--- config.mk ---
export PLATFORM = sky130hd
export DESIGN_NAME = instruction_fetch_unit_flat
export DESIGN_NICKNAME = d
export VERILOG_FILES = /design/src/rtl/instruction_fetch_unit_if.sv /design/src/rtl/instruction_fetch_unit.sv /design/src/flat_wrapper.sv
export SDC_FILE = /design/constraint.sdc
export NUM_CORES = 1
export LEC_CHECK = 0
export BUFFER_PORTS_ARGS = -buffer_cell sky130_fd_sc_hd__buf_2
export CAP_MARGIN = 20
export CELL_PAD_IN_SITES_DETAIL_PLACEMENT = 0
export CELL_PAD_IN_SITES_GLOBAL_PLACEMENT = 1
export CORE_ASPECT_RATIO = 1.75
export CORE_UTILIZATION = 51
export DETAILED_ROUTE_END_ITERATION = 10
export GPL_TIMING_DRIVEN = 0
export PLACE_DENSITY = 0.85
export SETUP_SLACK_MARGIN = 0.3
export SLEW_MARGIN = 20
export SYNTH_ARGS = -nofsm -noshare
export SYNTH_HDL_FRONTEND = slang
export SYNTH_SLANG_ARGS = --single-unit
--- constraint.sdc ---
create_clock -name Clk -period 8.9 [get_ports Clk]
set_input_delay 0.89 -clock Clk [delete_from_list [all_inputs] [get_ports Clk]]
set_output_delay 0.89 -clock Clk [all_outputs]
set_load 0.02 [all_outputs]
--- src/rtl/instruction_fetch_unit_if.sv ---
// Fetch bus: imem port, redirect input and IF/ID valid/ready handshake.
// FetchCount/StallCount exist only when IFU_PERF_COUNT_EN is defined.
interface instruction_fetch_unit_if #(
  parameter int QUEUE_DEPTH = 4,
  parameter int CNT_W = $clog2(QUEUE_DEPTH) + 1
);
  logic [31:0]      IMemAddress;
  logic [31:0]      IMemInstruction;
  logic             Redirect;
  logic [31:0]      RedirectTarget;
  logic             OutValid;
  logic             OutReady;
  logic [31:0]      OutInstruction;
  logic [31:0]      OutPC;
  logic [31:0]      OutPCPlus4;
  logic [CNT_W-1:0] QueueCount;
`ifdef IFU_PERF_COUNT_EN
  logic [31:0]      FetchCount;
  logic [31:0]      StallCount;
`endif

  modport master (
    output IMemAddress,
    input  IMemInstruction,
    input  Redirect,
    input  RedirectTarget,
    output OutValid,
    input  OutReady,
    output OutInstruction,
    output OutPC,
    output OutPCPlus4,
    output QueueCount
`ifdef IFU_PERF_COUNT_EN
    ,
    output FetchCount,
    output StallCount
`endif
  );

  modport slave (
    input  IMemAddress,
    output IMemInstruction,
    output Redirect,
    output RedirectTarget,
    input  OutValid,
    output OutReady,
    input  OutInstruction,
    input  OutPC,
    input  OutPCPlus4,
    input  QueueCount
`ifdef IFU_PERF_COUNT_EN
    ,
    input  FetchCount,
    input  StallCount
`endif
  );
endinterface

--- src/rtl/instruction_fetch_unit.sv ---
// PC owner + prefetch queue feeding IF/ID over valid/ready.
// Optional perf counters under IFU_PERF_COUNT_EN.
module instruction_fetch_unit #(
  parameter logic [31:0] RESET_PC = 32'h0000_0000,
  parameter int QUEUE_DEPTH = 4,
  parameter int CNT_W = $clog2(QUEUE_DEPTH) + 1
) (
  input logic Clk,
  input logic Reset,
  instruction_fetch_unit_if.master bus
);
  localparam int PTR_W = CNT_W - 1;
  localparam logic [31:0] BOOT_PC = RESET_PC & ~32'h3;
  localparam logic [CNT_W-1:0] FULL = CNT_W'(QUEUE_DEPTH);

  logic [31:0]      fetch_pc;
  logic [31:0]      q_ins [QUEUE_DEPTH];
  logic [31:0]      q_pc  [QUEUE_DEPTH];
  logic [PTR_W-1:0] head;
  logic [PTR_W-1:0] tail;
  logic [CNT_W-1:0] count;
  logic             full;
  logic             pop;
  logic             push;

  assign full = (count == FULL);
  assign pop  = bus.OutValid & bus.OutReady;
  // a full queue still accepts a fetch when the head leaves
  assign push = !full | pop;

  assign bus.IMemAddress    = fetch_pc;
  assign bus.OutValid       = (count != '0);
  assign bus.OutInstruction = q_ins[head];
  assign bus.OutPC          = q_pc[head];
  assign bus.OutPCPlus4     = q_pc[head] + 32'd4;
  assign bus.QueueCount     = count;

  always_ff @(posedge Clk) begin
    if (!Reset) begin
      fetch_pc <= BOOT_PC;
      head     <= '0;
      tail     <= '0;
      count    <= '0;
      for (int i = 0; i < QUEUE_DEPTH; i++) begin
        q_ins[i] <= '0;
        q_pc[i]  <= '0;
      end
    end else if (bus.Redirect) begin
      fetch_pc <= bus.RedirectTarget & ~32'h3;
      head     <= '0;
      tail     <= '0;
      count    <= '0;
    end else begin
      if (push) begin
        q_ins[tail] <= bus.IMemInstruction;
        q_pc[tail]  <= fetch_pc;
        tail        <= tail + PTR_W'(1);
        fetch_pc    <= fetch_pc + 32'd4;
      end
      if (pop) begin
        head <= head + PTR_W'(1);
      end
      count <= count + CNT_W'(push) - CNT_W'(pop);
    end
  end

`ifdef IFU_PERF_COUNT_EN
  logic [31:0] fetch_cnt;
  logic [31:0] stall_cnt;

  always_ff @(posedge Clk) begin
    if (!Reset) begin
      fetch_cnt <= '0;
      stall_cnt <= '0;
    end else begin
      if (push && !bus.Redirect) begin
        fetch_cnt <= fetch_cnt + 32'd1;
      end
      if (full && !pop) begin
        stall_cnt <= stall_cnt + 32'd1;
      end
    end
  end

  assign bus.FetchCount = fetch_cnt;
  assign bus.StallCount = stall_cnt;
`endif
endmodule
--- src/flat_wrapper.sv ---
// flat-port wrapper written by rule: the top's interface ports become plain ports
module instruction_fetch_unit_flat 
#(
  parameter logic [31:0] RESET_PC = 32'h0000_0000,
  parameter int QUEUE_DEPTH = 4,
  parameter int CNT_W = $clog2(QUEUE_DEPTH) + 1
)
  (Clk, Reset, bus_IMemAddress, bus_IMemInstruction, bus_Redirect, bus_RedirectTarget, bus_OutValid, bus_OutReady, bus_OutInstruction, bus_OutPC, bus_OutPCPlus4, bus_QueueCount);
  instruction_fetch_unit_if #(.QUEUE_DEPTH(QUEUE_DEPTH), .CNT_W(CNT_W)) bus_i ();
  input logic Clk;
  input logic Reset;
  output wire logic [$bits(bus_i.IMemAddress)-1:0] bus_IMemAddress;
  input wire logic [$bits(bus_i.IMemInstruction)-1:0] bus_IMemInstruction;
  input wire logic [$bits(bus_i.Redirect)-1:0] bus_Redirect;
  input wire logic [$bits(bus_i.RedirectTarget)-1:0] bus_RedirectTarget;
  output wire logic [$bits(bus_i.OutValid)-1:0] bus_OutValid;
  input wire logic [$bits(bus_i.OutReady)-1:0] bus_OutReady;
  output wire logic [$bits(bus_i.OutInstruction)-1:0] bus_OutInstruction;
  output wire logic [$bits(bus_i.OutPC)-1:0] bus_OutPC;
  output wire logic [$bits(bus_i.OutPCPlus4)-1:0] bus_OutPCPlus4;
  output wire logic [$bits(bus_i.QueueCount)-1:0] bus_QueueCount;
  assign bus_IMemAddress = bus_i.IMemAddress;
  assign bus_i.IMemInstruction = bus_IMemInstruction;
  assign bus_i.Redirect = bus_Redirect;
  assign bus_i.RedirectTarget = bus_RedirectTarget;
  assign bus_OutValid = bus_i.OutValid;
  assign bus_i.OutReady = bus_OutReady;
  assign bus_OutInstruction = bus_i.OutInstruction;
  assign bus_OutPC = bus_i.OutPC;
  assign bus_OutPCPlus4 = bus_i.OutPCPlus4;
  assign bus_QueueCount = bus_i.QueueCount;
  instruction_fetch_unit #(.RESET_PC(RESET_PC), .QUEUE_DEPTH(QUEUE_DEPTH), .CNT_W(CNT_W)) u_core (.Clk(Clk), .Reset(Reset), .bus(bus_i));
endmodule
; Yosys cells after proc, flatten, opt, wreduce, memory -nomap -nowiden
; Memory sizes are Yosys's and may differ from the RTL's. A register that Yosys moved wholly into a read port is not among the register bits.
; Cells that the tools add are included.
[op_classes]
eq_ne = 1
mux = 17
bitwise_logic = 3
addsub = 6
n_reduce_logical = 6
[ops]
columns = operator, count
row1 = $mux 32, 4
row2 = $add 32x3->32 const B, 2
row3 = $reduce_or 32->1, 2
row4 = $mux 2, 6
row5 = $mux 1, 7
row6 = $add 2x1->2 const B, 2
row7 = $add 3x1->3, 1
row8 = $eq 3x3->1 const B, 1
row9 = $reduce_bool 3->1, 1
row10 = $sub 3x1->3, 1
row11 = $reduce_bool 2->1, 1
row12 = $reduce_or 2->1, 1
row13 = $and 1x1->1, 1
row14 = $logic_not 1->1, 1
row15 = $not 1->1, 1
row16 = $or 1x1->1, 1
[word_totals]
wordCells = 40
regBits = 39
out_inout_bits = 132
ramBits = 256
memories = 2
[memory_table]
columns = memory, depth, width, read_ports, rd_clocked_by_memory_dff, wr, line_no
row1 = u_core.q_ins, 4, 32, 1, 1, 4, instruction_fetch_unit.sv:17  ; logic [31:0] q_ins [QUEUE_DEPTH];
row2 = u_core.q_pc, 4, 32, 1, 1, 4, instruction_fetch_unit.sv:18  ; logic [31:0] q_pc [QUEUE_DEPTH];

; Depth between registers and ports, before layout
; Gate-level depths: netlist (run 1).
[depth]
ltp_word = 9
depth_mapped = 10
depth_no_buf = 10

; Worst setup path before layout (run 1)
; Ideal clock, no wire load.
[synth_timing]
kind = in2reg
startpoint = input port bus_Redirect
endpoint = memory u_core.q_ins[3][0], enable pin
arrival_ns = 5.705
n_path_buf = 1
path_stages = 4
path_slack_ns = 2.628
cell_sequence = inv_1 > clkbuf_1 > nand2_1 > o21ai_0
[synth_lines]
columns = item, line_no
row1 = from (decl), flat_wrapper.sv:14  ; input wire logic [$bits(bus_i.Redirect)-1:0] bus_Redirect;
row2 = to (decl), instruction_fetch_unit.sv:17

==> results.cfg, run 1 <==
[yosys]
synth.area.top_cells = edfxtp_1 55%, and2_1 12%, mux4_2 10%, dfxtp_1 5.8%, xnor2_1 3.0%
ys_ff_latch = 287
ys_types = 48
async_flop_share = 0
synth-edff-count = 248
synth_warnings = 0
syn_inst = 932
synth.avg_cell_area_um2 = 14.42
synthFlopType = edfxtp_1
ys_seq_area_frac = 0.6121
yosys.area.top_type = edfxtp_1
synth_top_area_share = 0.5540
netlist_area_mm2 = 0.01344

[clocking]
post_cts_buffers = 0
clk_path_buf_depth = 3
cts_tree = yes
clkTransAtPathRegs_ns = 0.06
insertion_delay_ns = 0.53
clkSinkCount = 287
postCtsResizedCells = 0
htree_levels = 1
cts_buffers = 25
root_buffer = clkbuf_16
hold_buffers = 0

[worst_hold_path]
min_from = u_core.head[1]$_SDFFE_PP0P_
hp-class = flop to flop

[place]
hpwl_um = 22110
io_buffers = 190
placed_area_mm2 = 0.01501
place_ws_ns = 4.710
place_congestion = 0.8718

[timing]
drv_slew = 0
period_share = 0.4603
worstMarginPinSlew_ns = 0.8949
fin_worst_skew_ns = 0.008597
clock.fmax_ghz = 0.2441
setup_viol = 0
max_slew_margin = 0.3979
rsz0062_at_grt = false
tns_ns = 0
finalCriticalPeriod_ns = 4.097
worst_slack_ns = 4.803
hold_viol_final = 0

[floorplanning]
io_pins = 200
die_width_um = 124.7
start_util = 0.5197
die_y_um = 216.8
rows = 78
design.die.area_mm2 = 0.02703
core_mm2 = 0.02586

[routing]
drc = 0
postRouteAntennaNets = 0
drt_iter0_drc = 465
dr.pass1.iters = 4
vias = 8250
totalWireLength_um = 31420
viasPerCell = 5.504
wl_per_cell_um = 20.96

[layout]
nNetsFinal = 1233
final_cell_mix = 249 x and2_1, 248 x edfxtp_1, 199 x buf_2
fillers = 2064
area_growth_pct = 17.73
final_util = 0.6119
final-seq-area_mm2 = 0.008228
multiInputGateArea_mm2 = 0.004871
layout_commonest_cell = and2_1
drive_above_1_share = 0.2869
stdcell_area_mm2 = 0.01583

[setup_path]
critical_path.max_fanout = 10
path_class = flop to output pin
end_kind = output pin
crit_path_start_kind = flop
cp_data_arrival_time_ns = 3.21
reg2reg_slack_ns = 5.88
critPathRequiredTime_ns = 8.01
r2r-start = u_core.bus.QueueCount[1]$_SDFF_PP0_

[grt]
grt_pass1_vias = 8409
grt_max_degree = 43
antenna_found_initial = 1
grtUsageTotal = 0.2345
gr-total-overflow = 0
grt_pass1_wl_um = 47940

[power_and_ir_drop]
power_density_mw_per_mm2 = 200.5
peakVddDrop_mv = 0.1703
leakagePower_nw = 6.211
p_total_mw = 3.173

[status]
status = finished, final reports clean

[flow_run]
cap_violations = 0
## cells by family after synthesis
kind of cell | synth area share
AO/OA/AOI/OAI | 0.02336
XOR/XNOR | 0.03910
adder cells (fa/ha/maj) | 0.005213
buffers and inverters | 0.02979
flip-flops | 0.6121
multiplexers | 0.1039
other | 0.0002790
AND/OR/NAND/NOR | 0.1863
## final timing paths
kind / end / cells past startpoint
setup reg to reg: u_core.q_pc[1][18]$_SDFFCE_PN0P_ / 6
hold reg to reg: u_core.head[1]$_SDFFE_PP0P_ / 2
hold / removal: u_core.head[1]$_SDFFE_PP0P_ / 2
setup / recovery: bus_OutPCPlus4[29] / 9
## worst max-delay path, cell delays in order (launching register included)
cell	delay [ns]
dfxtp_1	0.30
buf_2	0.22
buf_2	0.34
mux4_2	0.37
nand3_4	0.11
nor4_4	0.50
buf_6	0.23
nand4_1	0.13
xnor2_1	0.25
buf_2	0.21
## state kept, by name (all words and copies together) (netlist names), named ones only
signal and count:
u_core.bus.QueueCount 3, u_core.q_pc 120, u_core.head 2, u_core.bus.IMemAddress 30, u_core.tail 2, u_core.q_ins 128
## synthesized netlist by cell type (all sizes together) (14+ instances only)
master and instances:
nand4 19, buf 23, xor2 14, and2 250
inv 14, nand2 26, dfxtp 39, nand2b 19
edfxtp 248, mux4 62, nand3 24, clkbuf 43
nor2 14, o211a 20, xnor2 46
## layout make-up
type	count	share of cell area
antenna	1	0.0001581
buffer	66	0.02198
clock buffer	31	0.04159
clock inverter	14	0.009409
inverter	14	0.003321
multi-input combinational	570	0.3078
sequential	287	0.5199
tap	320	0.02530
timing repair buffer	196	0.07052
## report_power, final
group / internal (mW) / switching [mW]
sequential: 1.55 / 0.0419
clock: 0.613 / 0.477
combinational: 0.196 / 0.299
## layer usage
metal | global-route usage | vias to the layer above | share of wire
met5 | 0 | - | 0
met1 | 0.2603 | 4121 | 0.37
met2 | 0.4575 | 243 | 0.57
met4 | 0.08072 | 0 | 0.022
met3 | 0.02483 | 39 | 0.043
li1 | - | 3847 | -
## per-stage QoR
stage / std cells / hold WS [ns]
finish: 1499 / 0.5250
global route: 1499 / 0.5635
CTS: 1498 / 0.5326
detailed placement: 1453 / 0.5130
global placement: 1447 / 0.5056
floorplan: 937 / 0.4847
Note: power is estimated with default switching activity, not from simulation.
==> run 2, diff against run 1 <==
--- a/config.mk
+++ b/config.mk
@@ -5,15 +5,16 @@
 export SDC_FILE = /design/constraint.sdc
 export NUM_CORES = 1
 export LEC_CHECK = 0
+export ABC_AREA = 1
 export BUFFER_PORTS_ARGS = -buffer_cell sky130_fd_sc_hd__buf_2
 export CAP_MARGIN = 20
 export CELL_PAD_IN_SITES_DETAIL_PLACEMENT = 0
 export CELL_PAD_IN_SITES_GLOBAL_PLACEMENT = 1
 export CORE_ASPECT_RATIO = 1.75
-export CORE_UTILIZATION = 51
+export CORE_UTILIZATION = 39
 export DETAILED_ROUTE_END_ITERATION = 10
 export GPL_TIMING_DRIVEN = 0
-export PLACE_DENSITY = 0.85
+export PLACE_DENSITY = 0.76
 export SETUP_SLACK_MARGIN = 0.3
 export SLEW_MARGIN = 20
 export SYNTH_ARGS = -nofsm -noshare
==> constraint.sdc (replaced) <==
create_clock -name Clk -period 3.5 [get_ports Clk]
set_input_delay 0.35 -clock Clk [delete_from_list [all_inputs] [get_ports Clk]]
set_output_delay 0.35 -clock Clk [all_outputs]
set_load 0.02 [all_outputs]
==> run 2 against run 1 <==
Worst setup slack got worse by 4.5 ns. Core utilization shrank 15 points. Sequential share of layout area down 3.8 points. Flip-flop and latch count unchanged.
==> results.cfg, run 2 <==
[status]
status = finished, final reports clean

[flow_run]
cap_violations = 0

[timing]
drv_slew = 0
rsz0062_at_grt = true
timing.hold.ws_ns = 0.06600
worstMarginPinSlew_ns = 1.143
tns_ns = 0
period_share = 0.9000
finalCriticalPeriod_ns = 3.150
setup_viol = 0
hold_viol_final = 0
max_slew_margin = 0.2379
worst_slack_ns = 0.3501
clock.fmax_ghz = 0.3175
fin_worst_skew_ns = 0.02287

[yosys]
synthFlopType = edfxtp_1
syn_inst = 1728
synth_top_family_by_area = simple AND/OR/NAND/NOR gates
netlist_area_mm2 = 0.01446
synth_warnings = 0
yosys.area.top_type = edfxtp_1
synth-compound-area-share = 0.06168
ys_ff_latch = 287
synth_commonest_cells = 464 x nand2_1, 410 x nor2_1, 248 x edfxtp_1, 136 x inv_1, 104 x nand3_1
synth.most_common_cell = nand2_1
muxShareOfSynthArea = 0
ys_seq_area_frac = 0.5689
synth_fa_ha_area_frac = 0.004845
synth_simple_gate_area_frac = 0.2839
synth.avg_cell_area_um2 = 8.370
synth-edff-count = 248
async_flop_share = 0
synth.area.top_cells = edfxtp_1 51%, nand2_1 12%, nor2_1 11%, dfxtp_1 5.4%, nand3_1 3.6%
synthXorXnorAreaFrac = 0.01272
ys_types = 32
synth_top_area_share = 0.5149

[layout]
final_util = 0.4657
nNetsFinal = 2028
final-seq-area_mm2 = 0.008228
layout_commonest_cell = nand2_1
multiInputGateArea_mm2 = 0.005358
area_growth_pct = 18.03
largest_reg_flops = 128
regMostFlops = u_core.q_ins
final_cell_mix = 458 x nand2_1, 406 x nor2_1, 248 x edfxtp_1
stdcell_area_mm2 = 0.01707
drive_above_1_share = 0.1723
fillers = 3659

[clocking]
hold_buffers = 0
clk_path_buf_depth = 3
cts_buffers = 25
htree_levels = 1
cts_tree = yes
clkSinkCount = 287
clkTransAtPathRegs_ns = 0.07
insertion_delay_ns = 0.55
root_buffer = clkbuf_16

[floorplanning]
die_y_um = 256.8
design.die.area_mm2 = 0.03789
core_mm2 = 0.03665
start_util = 0.3946
io_pins = 200
rows = 93
die_width_um = 147.6

[routing]
totalWireLength_um = 47590
wl_per_cell_um = 19.43
postRouteAntennaNets = 0
dr.pass1.iters = 6
vias = 12330
drt_iter0_drc = 665
viasPerCell = 5.033
drc = 0

[setup_path]
r2r_cells = 8
critical_path.max_fanout = 10
cp_data_arrival_time_ns = 2.80
crit_path_start_kind = flop
critPathRequiredTime_ns = 3.15
end_kind = output pin
path_class = flop to output pin

[grt]
grt_pass1_vias = 12090
gr-total-overflow = 0
grt_max_degree = 34
antenna_found_initial = 5
grt_pass1_wl_um = 70510
grtUsageTotal = 0.2512

[place]
placed_area_mm2 = 0.01614
hpwl_um = 36000
place_congestion = 0.9177
place_ws_ns = 0.2769
io_buffers = 191

[power_and_ir_drop]
power_density_mw_per_mm2 = 483.8
leakagePower_nw = 7.335
peakVddDrop_mv = 0.4532

[worst_hold_path]
min_path_cells = 3
hp-class = primary input to flop
-- run 2: cell types whose count changed after synthesis, moves of 15 or more --
cell / delta
nand2_1: +439
nor2_1: +396
and2_1: -248
inv_1: +124
o21ai_0: +87
nand3_1: +82
mux4_2: -62
xnor2_1: -46
o22ai_1: +32
buf_2: +26
o211a_1: -20
nand2b_1: -19
a21oi_1: +15
-- run 2: repair_timing --
item                                    in CTS  in global routing
gates resized for setup                     16                 28
endpoints found under the setup margin      38                100
setup buffers                                0                  0
gates cloned                                 0                  0
pin swaps                                    0                  2
endpoints found under the hold margin        0                  0
-- run 2: routing by layer --
layer / up-vias / part of all wire / global-route usage
li1: 6061 / - / -
met1: 5780 / 0.33 / 0.2464
met2: 352 / 0.56 / 0.4915
met3: 124 / 0.049 / 0.03238
met4: 8 / 0.057 / 0.1446
met5: - / 0.0012 / 0
-- run 2: per-stage QoR --
stage                     total power, mW  instances
after detailed placement            5.435       2403
after CTS                           8.288       2448
final                               8.259       2449
after global placement              5.410       2399
after global routing                8.545       2448
after floorplan                     4.904       1733
-- run 2: critical path: stages (launching register included) --
cell and delay, ns:
dfxtp_1 0.33, inv_2 0.19, buf_6 0.19, buf_2 0.32, buf_2 0.30, clkbuf_4 0.28
nor2_1 0.06, o22ai_1 0.33, buf_2 0.24
-- run 2: cell type report --
class / instances / share of cell area
clock inverter: 14 / 0.01107
timing repair buffer: 195 / 0.06069
buffer: 87 / 0.02910
sequential: 287 / 0.4820
tap: 475 / 0.03482
multi-input combinational: 1221 / 0.3139
inverter: 138 / 0.03035
antenna: 1 / 0.0001466
clock buffer: 31 / 0.03797
-- run 2: cell families after synthesis --
| logic type | count (synthesis) |
|---|---|
| buffers and inverters | 225 |
| DFF | 287 |
| adders and majority gates | 5 |
| AOI/OAI and AO/OA | 166 |
| and+or+nand+nor | 1023 |
| other | 1 |
| xor gates and xnor gates | 21 |
-- run 2: worst paths after layout --
| check | startpoint | end | slack (ns) |
|---|---|---|---|
| max reg2reg | u_core.bus.QueueCount[1]$_SDFF_PP0_ | u_core.q_ins[1][5]$_SDFFCE_PN0P_ | 0.51 |
| min reg2reg | u_core.head[0]$_SDFFE_PP0P_ | flop | 0.48 |
| max | flop | bus_OutInstruction[29] | 0.35 |
| min | Reset | u_core.bus.IMemAddress[3]$_SDFFE_PN0P_ | 0.07 |
-- run 2: power by group --
group / leakage, nW / internal, mW / switching [mW]
sequential: 2.90 / 3.91 / 0.0808
combinational: 4.03 / 0.386 / 0.978
clock: 0.408 / 1.63 / 1.27
total: 7.34 / 5.93 / 2.33
==> run 3, diff against run 2 <==
--- a/config.mk
+++ b/config.mk
@@ -5,16 +5,15 @@
 export SDC_FILE = /design/constraint.sdc
 export NUM_CORES = 1
 export LEC_CHECK = 0
-export ABC_AREA = 1
 export BUFFER_PORTS_ARGS = -buffer_cell sky130_fd_sc_hd__buf_2
 export CAP_MARGIN = 20
 export CELL_PAD_IN_SITES_DETAIL_PLACEMENT = 0
 export CELL_PAD_IN_SITES_GLOBAL_PLACEMENT = 1
 export CORE_ASPECT_RATIO = 1.75
-export CORE_UTILIZATION = 39
+export CORE_UTILIZATION = 43
 export DETAILED_ROUTE_END_ITERATION = 10
 export GPL_TIMING_DRIVEN = 0
-export PLACE_DENSITY = 0.76
+export PLACE_DENSITY = 0.77
 export SETUP_SLACK_MARGIN = 0.3
 export SLEW_MARGIN = 20
 export SYNTH_ARGS = -nofsm -noshare
==> run 3 against run 2 <==
Critical path depth up 3. Core utilization increased by 6.4 points. Routed wire length down 31%. Count of clock-buffer cells in the layout rose by 4. Final cell count down 35%. Clock skew up 0.0053 ns. Sequential share of layout area up 2.3 points. Critical path type unchanged. Largest cell class unchanged.
==> results.cfg, run 3 (synthesis results as in run 1) <==
[status]
status = finished, final reports clean

[place]
place_congestion = 0.7998
place_ws_ns = 0.1782
io_buffers = 190
hpwl_um = 22990

[clocking]
clkSinkCount = 287
hold_buffers = 0
root_buffer = clkbuf_16
insertion_delay_ns = 0.56
cts_tree = yes
clk_path_buf_depth = 3
htree_levels = 1
cts_buffers = 27
clkTransAtPathRegs_ns = 0.07

[layout]
final_util = 0.5300
regMostFlops = u_core.q_ins
num_antenna_cells = 0
largest_reg_flops = 128
fillers = 2629
area_growth_pct = 21.19
nNetsFinal = 1263
drive_above_1_share = 0.3060
final_cell_mix = 248 x and2_1, 248 x edfxtp_1, 187 x buf_2

[power_and_ir_drop]
power_density_mw_per_mm2 = 507.3
swShare = 0.2587
leakagePower_nw = 6.400
p_comb_frac = 0.160
peakVddDrop_mv = 0.4600
clkPwrFrac = 0.350
seqPwrFrac = 0.489
power_switching_mw = 2.138
intPower_mw = 6.126

[floorplanning]
rows = 85
start_util = 0.4373
core_mm2 = 0.03074
io_pins = 200
die_y_um = 235.9
design.die.area_mm2 = 0.03200
die_width_um = 135.7

[timing]
rsz0062_at_grt = true
period_share = 0.8974
drv_slew = 0
setup_viol = 0
worstMarginPinSlew_ns = 0.8441
clock.fmax_ghz = 0.3184
max_slew_margin = 0.4352
hold_viol_final = 0
fin_worst_skew_ns = 0.02819
tns_ns = 0
finalCriticalPeriod_ns = 3.141
worst_slack_ns = 0.3591

[grt]
grt_max_degree = 39
grt_pass1_vias = 8591
grtUsageTotal = 0.2103
grt_pass1_wl_um = 49420
antenna_found_initial = 0
gr-total-overflow = 0

[routing]
viasPerCell = 5.198
wl_per_cell_um = 20.67
drt_iter0_drc = 405
postRouteAntennaNets = 0
totalWireLength_um = 33070
dr.pass1.iters = 5
vias = 8317
drc = 0

[setup_path]
crit_path_start_kind = flop
crit_chain = buf_12 > buf_12 > buf_4 > mux4_2 > inv_2 > nor4_4 > buf_4 > buf_6 > nand4b_1 > xnor2_1 > buf_4
crit_top_cell = buf_4
cp_data_arrival_time_ns = 2.79
critical_path.max_fanout = 8
r2r_cells = 6
path_class = flop to output pin
max_stage_delay_ns = 0.39
cpMaxStageDelayCell = mux4_2
end_kind = output pin
critPathRequiredTime_ns = 3.15

[flow_run]
cap_violations = 0

[worst_hold_path]
hp-class = primary input to flop
min_path_cells = 2
==> run 3: final cells by class <==
| class | instances | area [µm²] | area share |
|---|---|---|---|
| sequential | 287 | 8229 | 0.5052 |
| multi-input combinational | 570 | 4902 | 0.3009 |
| timing repair buffer | 224 | 1376 | 0.08449 |
| clock buffer | 35 | 705.7 | 0.04332 |
| tap | 391 | 489.2 | 0.03003 |
| buffer | 66 | 389.1 | 0.02389 |
| clock inverter | 13 | 145.1 | 0.008910 |
| inverter | 14 | 52.55 | 0.003226 |
==> run 3: path summary, 6_finish.rpt <==
path	start	end	slack, ns
hold / removal	bus_RedirectTarget[3]	u_core.bus.IMemAddress[3]$_SDFFE_PN0P_	0.02
hold reg to reg	u_core.head[1]$_SDFFE_PP0P_	flop	0.53
setup / recovery	flop	bus_OutPCPlus4[24]	0.36
setup reg to reg	u_core.bus.QueueCount[1]$_SDFF_PP0_	u_core.q_ins[0][15]$_SDFFCE_PN0P_	0.47
==> run 3: per-layer routing <==
layer | GRT usage | part of all wire | vias to the layer above | routed length, µm
met5 | 0 | 0 | - | 0
met4 | 0.1038 | 0.056 | 0 | 1843
met3 | 0.02020 | 0.040 | 60 | 1336
met2 | 0.4048 | 0.56 | 229 | 18480
met1 | 0.2206 | 0.35 | 4126 | 11410
li1 | - | - | 3902 | -
==> run 3: power by group through the flow <==
stage | combinational [mW] | sequential [mW] | clock, mW
after floorplan | 0.811 | 4.12 | 0
after global placement | 1.24 | 4.12 | 0
after detailed placement | 1.28 | 4.12 | 0
after CTS | 1.31 | 4.05 | 2.94
after global routing | 1.43 | 4.07 | 3.07
final | 1.33 | 4.04 | 2.89
==> run 3: worst max-delay path: cells and delay by family (launching register included) <==
kind / cells / cell delay (ns)
DFF: 1 / 0.33
buffers and inverters: 7 / 0.95
muxes: 1 / 0.39
xor gates and xnor gates: 1 / 0.18
and+or+nand+nor: 2 / 0.38
==> run 3: stage by stage <==
step           hold slack (ns)  power, mW  cell area (µm²)  std cells
2_1_floorplan           0.4847      4.935            13470        937
3_3_place_gp            0.5116      5.363            14910       1518
3_5_place_dp            0.5127      5.405            15120       1525
4_1_cts               0.002584      8.301            16100       1584
5_1_grt                0.01276      8.564            16290       1600
6_report               0.01956      8.264            16290       1600
==> run 3: timing repair <==
action | 4_1_cts | 5_1_grt
cloned | 0 | 2
setup buffers | 11 | 14
endpoints found under the setup margin | 49 | 51
pin swaps | 1 | 9
resized for setup | 17 | 16
